$ cat config.mk
export PLATFORM = sky130hd
export DESIGN_NAME = final_layer_scheduler
export DESIGN_NICKNAME = d
export VERILOG_FILES = /design/src/rtl/final_layer_pkg.sv /design/src/rtl/xnor_popcount.sv /design/src/rtl/final_layer_scheduler.sv
export SDC_FILE = /design/constraint.sdc
export NUM_CORES = 1
export LEC_CHECK = 0
export CAP_MARGIN = 0
export CORE_MARGIN = 2
export CORE_UTILIZATION = 45
export DETAILED_ROUTE_END_ITERATION = 10
export MAX_ROUTING_LAYER = met4
export PLACE_DENSITY = 0.76
export SETUP_SLACK_MARGIN = 0.15
export SLEW_MARGIN = 15
export SYNTH_ARGS = -nofsm -noshare
export SYNTH_HDL_FRONTEND = slang
export SYNTH_HIERARCHICAL = 1
export SYNTH_SLANG_ARGS = --single-unit
export TNS_END_PERCENT = 1
$ cat constraint.sdc
create_clock -name clock -period 8.7 [get_ports clock]
set_input_delay 2.61 -clock clock [delete_from_list [all_inputs] [get_ports clock]]
set_output_delay 2.61 -clock clock [all_outputs]
set_load 0.005 [all_outputs]
$ cat src/rtl/final_layer_pkg.sv
// Shared constants and FSM state type for the binarized final-layer classifier.
package final_layer_pkg;

  localparam int unsigned NUM_INPUTS_DEFAULT  = 196;
  localparam int unsigned NUM_CLASSES_DEFAULT = 10;
  localparam int unsigned SCORE_W             = $clog2(NUM_INPUTS_DEFAULT + 1);

  typedef enum logic [1:0] {
    StIdle  = 2'd0,
    StFetch = 2'd1,
    StDrain = 2'd2,
    StDone  = 2'd3
  } fsm_state_e;

endpackage

$ cat src/rtl/xnor_popcount.sv
// Combinational XNOR-match counter: number of bit positions where a_i equals b_i.
module xnor_popcount
  import final_layer_pkg::*;
#(
  parameter int unsigned NUM_INPUTS = NUM_INPUTS_DEFAULT
) (
  input  logic [NUM_INPUTS-1:0]              a_i,
  input  logic [NUM_INPUTS-1:0]              b_i,
  output logic [$clog2(NUM_INPUTS + 1)-1:0]  count_o
);

  localparam int unsigned ScoreW = $clog2(NUM_INPUTS + 1);

  logic [NUM_INPUTS-1:0] match;

  assign match = ~(a_i ^ b_i);

  always_comb begin
    count_o = '0;
    for (int i = 0; i < NUM_INPUTS; i++) begin
      count_o = count_o + {{(ScoreW - 1){1'b0}}, match[i]};
    end
  end

endmodule

$ cat src/rtl/final_layer_scheduler.sv
// Streams weight rows through one shared XNOR-popcount and reports the arg-max class.
// Optional max_score output is enabled by defining FINAL_LAYER_SCORE_OUT_EN.
module final_layer_scheduler
  import final_layer_pkg::*;
#(
  parameter int unsigned NUM_INPUTS  = NUM_INPUTS_DEFAULT,
  parameter int unsigned NUM_CLASSES = NUM_CLASSES_DEFAULT
) (
  input  logic                                clock,
  input  logic                                reset,
  input  logic                                start,
  input  logic [NUM_INPUTS-1:0]               data_in,
  output logic                                weight_rd_en,
  output logic [3:0]                          weight_addr,
  input  logic [NUM_INPUTS-1:0]               weight_data,
  output logic                                busy,
  output logic                                done,
  output logic [3:0]                          answer
`ifdef FINAL_LAYER_SCORE_OUT_EN
  ,
  output logic [$clog2(NUM_INPUTS + 1)-1:0]   max_score
`endif
);

  localparam int unsigned ScoreW  = $clog2(NUM_INPUTS + 1);
  localparam logic [3:0]  LastRow = 4'(NUM_CLASSES - 1);

  fsm_state_e            state_q, state_d;
  logic [NUM_INPUTS-1:0] data_q, data_d;
  logic [3:0]            addr_q, addr_d;
  logic [3:0]            row_q, row_d;
  logic [3:0]            index_q, index_d;
  logic [3:0]            answer_q, answer_d;
  logic [ScoreW-1:0]     max_q, max_d;
  logic                  valid_q, valid_d;
  logic [ScoreW-1:0]     score;
  logic                  accept, rd_en, take;

  xnor_popcount #(
    .NUM_INPUTS (NUM_INPUTS)
  ) u_popcount (
    .a_i     (weight_data),
    .b_i     (data_q),
    .count_o (score)
  );

  assign accept = start && ((state_q == StIdle) || (state_q == StDone));
  assign rd_en  = (state_q == StFetch);
  // Row 0 loads unconditionally; later rows need a strictly higher score, so ties keep the lowest.
  assign take   = valid_q && ((row_q == 4'd0) || (score > max_q));

  always_comb begin
    state_d  = state_q;
    data_d   = data_q;
    addr_d   = addr_q;
    index_d  = index_q;
    max_d    = max_q;
    answer_d = answer_q;
    row_d    = addr_q;
    valid_d  = rd_en;

    if (take) begin
      max_d   = score;
      index_d = row_q;
    end

    unique case (state_q)
      StFetch: begin
        addr_d = addr_q + 4'd1;
        if (addr_q == LastRow) begin
          state_d = StDrain;
          addr_d  = 4'd0;
        end
      end
      StDrain: begin
        state_d  = StDone;
        answer_d = index_d;
      end
      default: ;
    endcase

    if (accept) begin
      state_d = StFetch;
      data_d  = data_in;
      addr_d  = 4'd0;
      index_d = 4'd0;
      max_d   = '0;
      valid_d = 1'b0;
    end
  end

  always_ff @(posedge clock or negedge reset) begin
    if (!reset) begin
      state_q  <= StIdle;
      data_q   <= '0;
      addr_q   <= 4'd0;
      row_q    <= 4'd0;
      index_q  <= 4'd0;
      answer_q <= 4'd0;
      max_q    <= '0;
      valid_q  <= 1'b0;
    end else begin
      state_q  <= state_d;
      data_q   <= data_d;
      addr_q   <= addr_d;
      row_q    <= row_d;
      index_q  <= index_d;
      answer_q <= answer_d;
      max_q    <= max_d;
      valid_q  <= valid_d;
    end
  end

  assign weight_rd_en = rd_en;
  assign weight_addr  = addr_q;
  assign busy         = (state_q == StFetch) || (state_q == StDrain);
  assign done         = (state_q == StDone);
  assign answer       = answer_q;
`ifdef FINAL_LAYER_SCORE_OUT_EN
  assign max_score    = max_q;
`endif

endmodule
==> results.py <==
metrics = {
    "final_layout": {
        "final_layout_size_suffix_gt1_share_pct": 5.49,
        "area_delta_synth_final_pct": 37.4,
        "final_util_pct": 63.1,
        "nets": 2662,
        "final_cell_mix": "nand2_1 (623), clkdlybuf4s50_1 (398), dfrtp_1 (223)",
        "final_cells": 2509,
        "layout_commonest_cell": "nand2_1",
    },
    "placement": {
        "dp_cells": 2459,
        "portBuffers": 405,
        "gp_congestion": 0.853,
        "dp_hpwl_um": 33100,
        "place_ws_ns": -3.19,
    },
    "critical_path": {
        "r2r_start": "data_q[165]$_DFFE_PN0P_",
        "worst-path-max-fanout": 8,
        "path_class": "in -> reg",
        "critical_path_required_ns": 9.16,
        "worst_r2r_path_depth": 32,
        "cp_num_cells": 33,
        "cp_data_arrival_time_ns": 11.73,
        "critPathLaunch": "weight_data[165]",
        "crit_family": "adder cells",
        "cp-end-kind": "register",
        "worstPathBufferInverterCount": 9,
        "crit_slowest_cell": "fa_1",
        "cpPeakStageDelay_ns": 0.64,
        "startpoint_type": "input port",
        "crit_top_cell": "fa_1",
    },
    "timing": {
        "slew_headroom_pct": 39.1,
        "drv_slew": 0,
        "fin_ws_ns": -2.58,
        "max_freq_ghz": 0.0887,
        "hold_viol": 0,
        "finalCriticalPeriod_ns": 11.28,
        "rsz0062_at_grt": "yes",
        "setup_viol": 16,
        "finClkSkew_ns": 0.0139,
        "worst-slew-pin-transition_ns": 0.914,
        "post-route-period-util_pct": 130,
    },
    "routing": {
        "drt_pass1_iterations": 5,
        "viasPerCell": 4.63,
        "routed_wirelength_um": 42200,
        "wl_per_cell_um": 16.8,
        "ant_nets": 0,
        "drc_errors": 0,
        "first_iter_violations": 442,
        "via_count": 11611,
    },
    "clock_tree": {
        "cts.sinks": 223,
        "clockBufferDepth": 3,
        "cts_tree": "built",
        "numCtsBuffers": 27,
        "h-tree-depth": 1,
        "clk_pin_slew_ns": 0.06,
        "postCtsHoldBufs": 0,
        "postCtsSetupRepairBufs": 0,
        "insertion_delay_ns": 0.55,
        "clock-root-buffer": "clkbuf_16",
    },
    "run": {
        "drv_cap": 0,
    },
    "global_routing": {
        "grt_max_degree": 126,
        "grt-ovfl-total": 0,
        "grt_antenna_before_repair": 1,
        "grt_usage_pct": 24.4,
        "grt_pass1_wl_um": 66200,
        "grt_pass1_vias": 12781,
    },
    "logic_synthesis": {
        "ys_top_cells_by_area": "dfrtp_1 (36%), fa_1 (24%), nand2_1 (15%)",
        "ys_ff_latch": 223,
        "synthCells": 1617,
        "synth_area_mm2": 0.0155,
        "ys_warn_count": 6,
        "yosysUniqueCellTypes": 36,
        "synth.top_cell.area_share_pct": 36.1,
        "syn-num-nets": 2239,
        "syn_area_per_cell_um2": 9.57,
        "yosysSeqAreaShare_pct": 36.1,
        "yosys.area.top_type": "dfrtp_1",
    },
    "floorplanning": {
        "row_count": 67,
        "die_h_um": 189,
        "core_mm2": 0.0337,
        "initial_core_util_pct": 45.9,
        "dieArea_mm2": 0.0359,
        "fp.dieW_um": 189,
        "ios": 406,
    },
    "hold_path": {
        "hold_class": "reg -> reg",
        "worstHoldStart": "weight_addr[3]$_DFFE_PN0P_",
        "min_path_cells": 0,
    },
    "run_status": {
        "status": "finished with violations",
        "failed_checks": "negative setup slack",
    },
}
[Yosys cell counts (all sizes together)]
cell type / n
nand2: 624
dfrtp: 223
inv: 218
fa: 182
xnor2: 114
xor2: 86
clkbuf: 47
ha: 45
a21oi: 13
mux2i: 12
nor2: 10
o21ai: 6
nor2b: 4
o2111ai: 4
o221ai: 4
and2: 3
buf: 3
nor3: 3
a21boi: 2
nor4: 2
a221oi: 1
a311o: 1
a311oi: 1
and4: 1
nand2b: 1
nand3: 1
nand4: 1
o211ai: 1
o21a: 1
o31a: 1
o32a: 1
or2: 1
[per-layer routing]
metal	share of wire [%]	GRT usage, %	vias to the layer above	routed length, µm
met2	49	41.7	331	20800
li1	-	-	5598	-
met4	2.7	6.20	0	1150
met5	0	-	-	0
met3	6.7	4.82	61	2820
met1	41	29.8	5621	17500
[cell families after synthesis]
family | share of synthesized area, %
flip-flops | 36.1
AO/OA/AOI/OAI | 1.81
buffers and inverters | 6.66
XOR/XNOR | 11.3
adder cells (fa/ha/maj) | 27.2
AND/OR/NAND/NOR | 16.2
multiplexers | 0.776
[state kept, by name, indices dropped and copies added (netlist names)]
signal,flops
answer,4
data_q,196
index_q,4
max_q,8
row_q,4
state_q,2
valid_q,1
weight_addr,4
[through the flow]
step / hold WS [ns] / setup TNS, ns / instance area (µm²)
after global routing: 0.508 / -45.91 / 21200
after CTS: 0.491 / -40.88 / 21200
after floorplan: 0.453 / -36.89 / 15500
after detailed placement: 0.479 / -50.51 / 20300
after global placement: 0.467 / -47.93 / 20300
final: 0.488 / -40.70 / 21200
[final timing paths]
check | end | slack, ns
max | index_q[3]$_DFF_PN0_ | -2.58
min | row_q[3]$_DFF_PN0_ | 0.49
max reg2reg | index_q[3]$_DFF_PN0_ | -0.49
min reg2reg | row_q[3]$_DFF_PN0_ | 0.49
max in group asynchronous | data_q[83]$_DFFE_PN0P_ | 5.34
min in group asynchronous | data_q[2]$_DFFE_PN0P_ | 2.10
[worst register-to-register path: cells and delay by family, from the launching register on]
family                     cells  cell delay, ns
adders and majority gates     14            6.47
AOI/OAI and AO/OA              5            0.94
buffers and inverters          8            0.55
and+or+nand+nor                3            0.41
DFF                            1            0.40
muxes                          1            0.22
xor gates and xnor gates       1            0.16
[area by class of cell]
cell class	count	area [µm²]
clock inverters	13	179
clock buffers	36	769
flip-flops and latches	223	5580
diodes	1	2.50
inverters	218	818
fillers	2772	12500
multi-input cells	1126	8960
repair buffers	444	4380
well taps	448	561
[repair_timing]
| action | in CTS | in global routing |
|---|---|---|
| gates resized for setup | 11 | 3 |
| setup endpoints to repair | 16 | 16 |
| gates cloned | 0 | 0 |
| pin swaps | 3 | 5 |
Power is not shown: default switching activity piles up to over one toggle a cycle in this logic, so the estimate is an artifact.
